File: config.mk
export PLATFORM = sky130hd
export DESIGN_NAME = fetch_unit
export DESIGN_NICKNAME = d
export VERILOG_FILES = /design/src/rtl/fetch_unit.sv
export SDC_FILE = /design/constraint.sdc
export NUM_CORES = 1
export LEC_CHECK = 0
export ABC_AREA = 1
export BUFFER_PORTS_ARGS = -buffer_cell sky130_fd_sc_hd__buf_2
export CAP_MARGIN = 10
export CELL_PAD_IN_SITES_DETAIL_PLACEMENT = 1
export CELL_PAD_IN_SITES_GLOBAL_PLACEMENT = 1
export CORE_ASPECT_RATIO = 1.75
export CORE_UTILIZATION = 31
export CTS_CLUSTER_SIZE = 16
export DETAILED_ROUTE_END_ITERATION = 16
export PLACE_DENSITY = 0.88
export SYNTH_ARGS = -nofsm -noshare
export SYNTH_HDL_FRONTEND = slang
export SYNTH_SLANG_ARGS = --single-unit
File: constraint.sdc
create_clock -name clk -period 2.7 [get_ports clk]
set_input_delay 0.135 -clock clk [delete_from_list [all_inputs] [get_ports clk]]
set_output_delay 0.135 -clock clk [all_outputs]
set_load 0.03 [all_outputs]
File: src/rtl/fetch_unit.sv
// ---------------------------------------------------------------------------
// fetch_unit
//
// Instruction-fetch stage that sits directly in front of the main control
// decoder. It holds the PC and fetches one word at a time from a wait-state
// instruction memory. Each returned word is latched into the instruction
// register and shown to the decoder. The next PC comes from the Branch and
// Jump decisions fed back from the decoder and the ALU.
//
// Two-state FSM:
//   FETCH : request in flight, instr_valid=0
//   EXEC  : instr is presented for exactly as long as the core holds it
//
// Memory handshake: imem_req is held high with a stable imem_addr until the
// memory answers with imem_ready=1. That cycle transfers imem_rdata. An
// imem_ready seen while imem_req=0 carries no meaning and is ignored.
//
// Downstream logic must qualify RegWrite and MemWrite with instr_valid.
// Opcode 0 (the reset and timeout NOP) decodes as R-type.
//
// Optional feature macro: FETCH_TIMEOUT_EN. When it is defined, a fetch
// that waits TIMEOUT_CYCLES cycles is abandoned. A NOP is issued and the
// sticky fetch_err flag is set. When it is undefined, fetch_err is tied to 0.
//
// Ports:
//   clk, rst          clock (rising edge), async active-high reset
//   imem_req/addr     fetch request and byte address (addr == pc)
//   imem_ready/rdata  memory response, accepted only while imem_req=1
//   branch_taken      Branch & ALU zero
//   branch_offset     sign-extended imm16 (word offset)
//   jump, jump_index  Jump decision and instr[25:0]
//   stall             hold the current instruction in EXEC
//   pc, pc_plus4      current instruction address and its successor
//   instr, opcode     instruction register and its [31:26] field
//   instr_valid       instr may be executed this cycle (FSM is in EXEC)
//   fetch_err         sticky fetch timeout flag
// ---------------------------------------------------------------------------
module fetch_unit #(
  parameter logic [31:0] RESET_PC       = 32'h0000_0000,
  parameter int          TIMEOUT_CYCLES = 16
) (
  input  logic        clk,
  input  logic        rst,
  output logic        imem_req,
  output logic [31:0] imem_addr,
  input  logic        imem_ready,
  input  logic [31:0] imem_rdata,
  input  logic        branch_taken,
  input  logic [31:0] branch_offset,
  input  logic        jump,
  input  logic [25:0] jump_index,
  input  logic        stall,
  output logic [31:0] pc,
  output logic [31:0] pc_plus4,
  output logic [31:0] instr,
  output logic [5:0]  opcode,
  output logic        instr_valid,
  output logic        fetch_err
);

  typedef enum logic {
    S_FETCH = 1'b0,
    S_EXEC  = 1'b1
  } state_t;

  state_t      state, state_nx;
  logic        run;        // low from reset until the first clock edge after it
  logic [29:0] pc_word;    // pc[1:0] is always 00, so only the word index is stored
  logic [31:0] instr_q;
  logic [31:0] next_pc;
  logic [31:0] instr_d;
  logic        pc_load;
  logic        instr_load;
  logic        timeout_hit;

  // Outputs derived from state.
  assign pc          = {pc_word, 2'b00};
  assign pc_plus4    = pc + 32'd4;
  assign imem_addr   = pc;
  assign imem_req    = run && (state == S_FETCH);
  assign instr_valid = (state == S_EXEC);
  assign instr       = instr_q;
  assign opcode      = instr_q[31:26];

  // Next-PC selection: jump > branch > sequential. All adds wrap at 2^32.
  always_comb begin
    if (jump) begin
      next_pc = {pc_plus4[31:28], jump_index, 2'b00};
    end else if (branch_taken) begin
      next_pc = pc_plus4 + {branch_offset[29:0], 2'b00};
    end else begin
      next_pc = pc_plus4;
    end
  end

  // FSM next state and register-load controls.
  // The branch and jump decisions take effect only through pc_load.
  // pc_load is asserted only in EXEC with stall=0.
  always_comb begin
    state_nx   = state;
    pc_load    = 1'b0;
    instr_load = 1'b0;
    instr_d    = imem_rdata;
    case (state)
      S_FETCH: begin
        if (imem_req && imem_ready) begin
          instr_load = 1'b1;
          state_nx   = S_EXEC;
        end else if (timeout_hit) begin
          instr_load = 1'b1;
          instr_d    = 32'h0000_0000;
          state_nx   = S_EXEC;
        end
      end
      S_EXEC: begin
        if (!stall) begin
          pc_load  = 1'b1;
          state_nx = S_FETCH;
        end
      end
      default: state_nx = S_FETCH;
    endcase
  end

  always_ff @(posedge clk or posedge rst) begin
    if (rst) begin
      state   <= S_FETCH;
      run     <= 1'b0;
      pc_word <= RESET_PC[31:2];
      instr_q <= 32'h0000_0000;
    end else begin
      state <= state_nx;
      run   <= 1'b1;
      if (pc_load) begin
        pc_word <= next_pc[31:2];
      end
      if (instr_load) begin
        instr_q <= instr_d;
      end
    end
  end

`ifdef FETCH_TIMEOUT_EN
  localparam int             CW   = $clog2(TIMEOUT_CYCLES + 1);
  localparam logic [CW-1:0]  LAST = CW'(TIMEOUT_CYCLES - 1);

  logic [CW-1:0] wait_cnt;
  logic          fetch_err_q;

  // The timeout fires on the TIMEOUT_CYCLES-th consecutive unanswered
  // request cycle. At that edge the counter reaches TIMEOUT_CYCLES.
  assign timeout_hit = imem_req && !imem_ready && (wait_cnt == LAST);
  assign fetch_err   = fetch_err_q;

  always_ff @(posedge clk or posedge rst) begin
    if (rst) begin
      wait_cnt    <= '0;
      fetch_err_q <= 1'b0;
    end else begin
      if (pc_load) begin
        wait_cnt <= '0;                    // entering FETCH
      end else if (imem_req && !imem_ready) begin
        wait_cnt <= wait_cnt + CW'(1);
      end
      if (timeout_hit) begin
        fetch_err_q <= 1'b1;
      end
    end
  end

  logic unused_bits;
  assign unused_bits = ^{branch_offset[31:30], next_pc[1:0]};
`else
  assign timeout_hit = 1'b0;
  assign fetch_err   = 1'b0;

  logic unused_bits;
  assign unused_bits = ^{branch_offset[31:30], next_pc[1:0], (TIMEOUT_CYCLES > 0)};
`endif

endmodule

==> impl_metrics.ini, run 1 <==
[grt]
antenna_found_initial = 1
grt_use_met1_pct = 36.6
grt_pass1_vias = 9511
grtUsageTotal_pct = 36.0
grt.busiest_layer = met2
met2_usage_pct = 62.5
grt_first_pass_wirelength_um = 54200
grt_max_degree = 37
use_met3_pct = 6.16
gr-total-overflow = 0

[floorplan]
die_w_um = 109
core_region_area_um2 = 19300
row_count = 67
fp.dieH_um = 189
die-area_um2 = 20500
io_pins = 233
start_util_pct = 32.0

[detailed_routing]
num_vias = 9361
drc = 0
finalWirelength_um = 43200
first_pass_iters = 6
wire_per_inst_um = 27.1
viasPerCell = 5.87
first_iter_violations = 673
ant_nets = 0

[clocking]
clock_latency_ns = 0.36
cts_tree = done
cts.clk_slew.worst_paths_ns = 0.07
htree_levels = 3
clkSinkCount = 64
root_buffer = clkbuf_16
cts.path.max_buffers = 2
numCtsBuffers = 9

[synthesis]
ys_ff_latch = 64
async_reset_ff_share_pct = 100
synth.avg_cell_area_um2 = 6.61
postSynthCellCount = 933
netlist_area_um2 = 6160
synth_flop_cell = dfrtp_1
ys_seq_area_share_pct = 26.0
ys_types = 48
synth_edf_count = 0
yosys_warnings = 0

[placed_design]
hpwl_um = 24800
gp_congestion = 0.969
port_buffers = 223
place_inst = 1521
placed_cell_area_um2 = 8680

[sta]
setup_viol = 24
tightest_slew_ns = 0.827
final_hold_viol_count = 0
fin_ws_ns = -0.714
fmax_ghz = 0.293
slew_violations = 0
hold_ws_ns = 0.0232
fin_skew_ns = 0.0153
rsz0062_at_grt = yes
fin_crit_ns = 3.41
relSlewSlack_pct = 44.8
fin_crit_sh_pct = 126

[critical_path]
critical_path_class = reg -> reg
critPathCaptureType = flip-flop
start_kind = flip-flop
worstPathArrival_ns = 3.60
slowest_stage = a21oi_1
slowest_delay_ns = 0.49
cp.required_ns = 2.89
cp_cell_sequence = nand2_4, buf_4, inv_2, nand2_4, nor2_4, xor2_2, inv_1, ha_4, a21oi_2, o21ai_2, inv_1, nand2_1, buf_4, o21ai_1, nand3b_1, a21oi_1
crit_fanout = 4

[hold_path]
hold_class = in -> reg

[run]
drv_cap = 0

[cells_and_area]
diodes = 0
finalNetCount = 1483
layout.cells.non_filler = 1596
layout-drive-gt1-share_pct = 59.9
mostFrequentLayoutCells = 223 x buf_2, 209 x buf_4, 181 x nand2_1
final_util_pct = 56.6
final_area_um2 = 10900
final_common_cell = buf_2
synthToLayoutAreaGrowth_pct = 77.1

[pwr]
totalPowerFinal_mw = 11.8
power.density_nw_per_um2 = 1090
peakVddDrop_mv = 0.515
cellLeakagePower_nw = 5.59

[status]
status = finished, violations left
violations = setup timing
-- routing by layer --
metal	vias up	part of all wire, %
li1	3771	-
met5	-	0
met1	4518	33
met3	323	8.9
met2	749	49
met4	0	9.8
-- state kept, by name, indices dropped and copies added, names as in the netlist --
register and flops:
instr 32, pc_word 30, instr_valid 1, run 1
-- layout make-up --
cell class | instances | area (µm²)
clock buffers | 11 | 253
clock inverters | 5 | 55.1
inverters | 132 | 503
flip-flops and latches | 64 | 1630
well taps | 241 | 302
fillers | 2423 | 8360
repair buffers | 457 | 2980
multi-input cells | 686 | 5190
-- report_power, final --
part           leakage [nW]  switching (mW)  internal (mW)
combinational          4.72            5.62           3.43
sequential            0.727           0.309           1.24
clock                 0.148           0.497          0.763
-- synthesized netlist by cell type, types with 4 or more instances --
master	instances	area, µm²
a21oi_1	61	305
and2_1	5	31.3
buf_2	5	25.0
buf_4	43	323
clkbuf_1	8	30.0
dfrtp_1	64	1600
ha_1	36	450
inv_1	129	484
mux2_2	32	360
nand2_1	253	950
nand2_2	9	56.3
nand3_1	63	315
nand3b_1	6	45.0
nand4_1	10	62.6
nor2_1	97	364
nor2_2	7	43.8
nor3_1	10	50.1
o21ai_0	33	165
o21bai_1	4	30.0
xor2_1	13	114
-- cells by family (layout without fill, tap and decap cells) --
group	Yosys count	count (layout)	synth area share, %
multiplexers	32	32	5.85
XOR/XNOR	14	14	1.99
buffers and inverters	189	605	14.4
adder cells (fa/ha/maj)	37	37	7.63
AO/OA/AOI/OAI	125	125	11.5
AND/OR/NAND/NOR	470	470	32.6
flip-flops	64	64	26.0
other	2	8	0.122
-- through the flow --
step | setup TNS, ns | setup slack (ns)
detailed placement | -5.98 | -0.435
global route | -9.76 | -0.720
floorplan | 0 | 0.000516
finish | -8.12 | -0.714
global placement | -4.46 | -0.376
CTS | -0.306 | -0.0511
-- worst paths after layout --
path,end,startpoint,slack [ns],depth (start not counted)
setup / recovery,pc_word[14],pc_word[4],-0.71,16
hold / removal,instr[30],imem_rdata[30],0.02,2
setup reg to reg,pc_word[14],pc_word[4],-0.71,16
hold reg to reg,instr[14],instr[14],0.50,1
max in group asynchronous,pc_word[19],rst,1.51,4
min in group asynchronous,pc_word[25],rst,0.49,3
-- what timing repair did --
item / in CTS / in global routing
hold buffers: 1 / 0
setup endpoints to repair: 20 / 23
buffers inserted: 32 / 31
gates resized for setup: 174 / 188
hold endpoints to repair: 29 / 0
pin swaps: 49 / 72
-- worst max-delay path: cells and delay by family, from the launching register on --
family | cells | cell delay [ns]
compound gates | 4 | 0.93
fa+ha+maj | 1 | 0.28
flops | 1 | 0.44
buf+inv | 5 | 0.64
simple gates | 5 | 0.58
xor+xnor | 1 | 0.35
Power figures use the tool's default switching activity.
==> run 2: changes to the inputs <==
==> constraint.sdc (replaced) <==
create_clock -name clk -period 2.8 [get_ports clk]
set_input_delay 0.14 -clock clk [delete_from_list [all_inputs] [get_ports clk]]
set_output_delay 0.14 -clock clk [all_outputs]
set_load 0.03 [all_outputs]
==> impl_metrics.ini, run 2 (synthesis results as in run 1) <==
[sta]
setup-tns-final_ns = -3.83
fin_ws_ns = -0.326
tightest_slew_ns = 0.792
setup_viol = 19
fin_skew_ns = 0.0104
final_hold_viol_count = 0
fmax_ghz = 0.320
fin_crit_sh_pct = 112
relSlewSlack_pct = 47.1
rsz0062_at_grt = yes
slew_violations = 0
fin_crit_ns = 3.13

[placed_design]
port_buffers = 223
placed_cell_area_um2 = 8510
dp_slack_ns = -0.364
gp_congestion = 0.900
hpwl_um = 23200

[detailed_routing]
first_pass_iters = 5
wire_per_inst_um = 24.8
viasPerCell = 5.72
num_vias = 8967
ant_nets = 0
finalWirelength_um = 39000
drc = 0
first_iter_violations = 819

[pwr]
peakVddDrop_mv = 0.530
cellLeakagePower_nw = 5.45
power.density_nw_per_um2 = 1000
p_sw_mw = 5.89
swShare_pct = 54.6
p_seq_share_pct = 13.7
totalPowerFinal_mw = 10.8
p_comb_share_pct = 76.9
power.internal_mw = 4.89
pwr-share-clk_pct = 9.4

[clocking]
clkSinkCount = 64
clock_latency_ns = 0.34
cts.clk_slew.worst_paths_ns = 0.06
cts_tree = done
cts.path.max_buffers = 2
numCtsBuffers = 9
root_buffer = clkbuf_16
htree_levels = 3

[floorplan]
die_w_um = 109
io_pins = 233
start_util_pct = 32.0
core_region_area_um2 = 19300
fp.dieH_um = 189
die-area_um2 = 20500
row_count = 67

[status]
violations = setup timing
status = finished, violations left

[cells_and_area]
seqCellArea_um2 = 1620
finalNetCount = 1459
final_util_pct = 55.7
diodes = 0
mostFrequentLayoutCells = 223 x buf_2, 198 x buf_4, 157 x nand2_1
layout-drive-gt1-share_pct = 60.6
final_common_cell = buf_2
multiInputGateArea_um2 = 5330
final_area_um2 = 10700
synthToLayoutAreaGrowth_pct = 74.3
fillers = 2378
largest_register_ffs = 32

[grt]
grt_first_pass_wirelength_um = 47700
gr-total-overflow = 0
grt_max_degree = 35
grtUsageTotal_pct = 31.1
grt_pass1_vias = 8986
antenna_found_initial = 0

[critical_path]
crit_top_cell = nand2_1
path_buf_inv = 3
crit_fanout = 3
slowest_delay_ns = 0.43
start_kind = flip-flop
worstPathArrival_ns = 3.40
cp_cell_sequence = nand2_2, nor3_2, buf_4, nand2_2, buf_4, nor2_4, xor2_4, ha_4, buf_6, nand2_4, nor2_4, nand2_2, nor2_1, nand2_1, nand4_1, nand3_2, nand2_1, nand2_1, nand2_1
critical_path.top_delay_family = simple AND/OR/NAND/NOR gates
slowest_stage = dfrtp_2
critPathCaptureType = flip-flop
cp.required_ns = 3.07
reg2reg_slack_ns = -0.33
critical_path_class = reg -> reg

[hold_path]
hold_class = in -> reg

[run]
drv_cap = 0
## run 2: cell types whose count changed in the layout (fill, tap and decap cells not counted), sizes merged
cell / change
buf: -24
bufinv: -1
clkinvlp: -2
## run 2: final cells by class
class	count	area share [%]
tap	241	2.81
inverter	132	4.68
timing repair buffer	433	25.5
multi-input combinational	686	49.6
sequential	64	15.1
clock buffer	11	2.26
clock inverter	2	0.0932
## run 2: routing by layer
metal | wire (µm) | track usage [%] | part of all wire, % | vias up
met5 | 0 | 0 | 0 | -
met3 | 2870 | 4.19 | 7.4 | 272
met4 | 3730 | 25.5 | 9.6 | 0
met2 | 19400 | 56.0 | 50 | 666
li1 | - | - | - | 3720
met1 | 13000 | 30.8 | 33 | 4309
## run 2: final timing paths
| kind | cells after the start | endpoint | startpoint |
|---|---|---|---|
| worst max-delay path | 19 | pc_word[22] | pc_word[5] |
| worst min-delay path | 2 | instr[16] | imem_rdata[16] |
| worst max register to register | 19 | pc_word[22] | pc_word[5] |
| worst min register to register | 1 | instr[5] | instr[5] |
| max in group asynchronous | 4 | pc_word[2] | rst |
| min in group asynchronous | 4 | instr[26] | rst |
## run 2: what timing repair did
item,in CTS,in global routing
hold endpoints to repair,64,0
setup buffers,33,19
pin swaps,53,100
hold buffers,1,0
gates resized for setup,165,229
endpoints found under the setup margin,20,22
## run 2: power groups by stage
| stage | sequential [mW] | combinational (mW) | clock (mW) |
|---|---|---|---|
| 6_report | 1.47 | 8.29 | 1.02 |
| 5_1_grt | 1.50 | 8.61 | 1.06 |
| 4_1_cts | 1.43 | 6.60 | 1.02 |
| 3_5_place_dp | 1.45 | 5.83 | 0 |
| 3_3_place_gp | 1.42 | 5.70 | 0 |
| 2_1_floorplan | 1.97 | 3.04 | 0 |
## run 2: metrics by stage
step           hold slack, ns  instances
3_3_place_gp            0.250       1503
5_1_grt                0.0420       1569
2_1_floorplan           0.258        939
4_1_cts                0.0307       1550
6_report               0.0369       1569
3_5_place_dp            0.267       1503
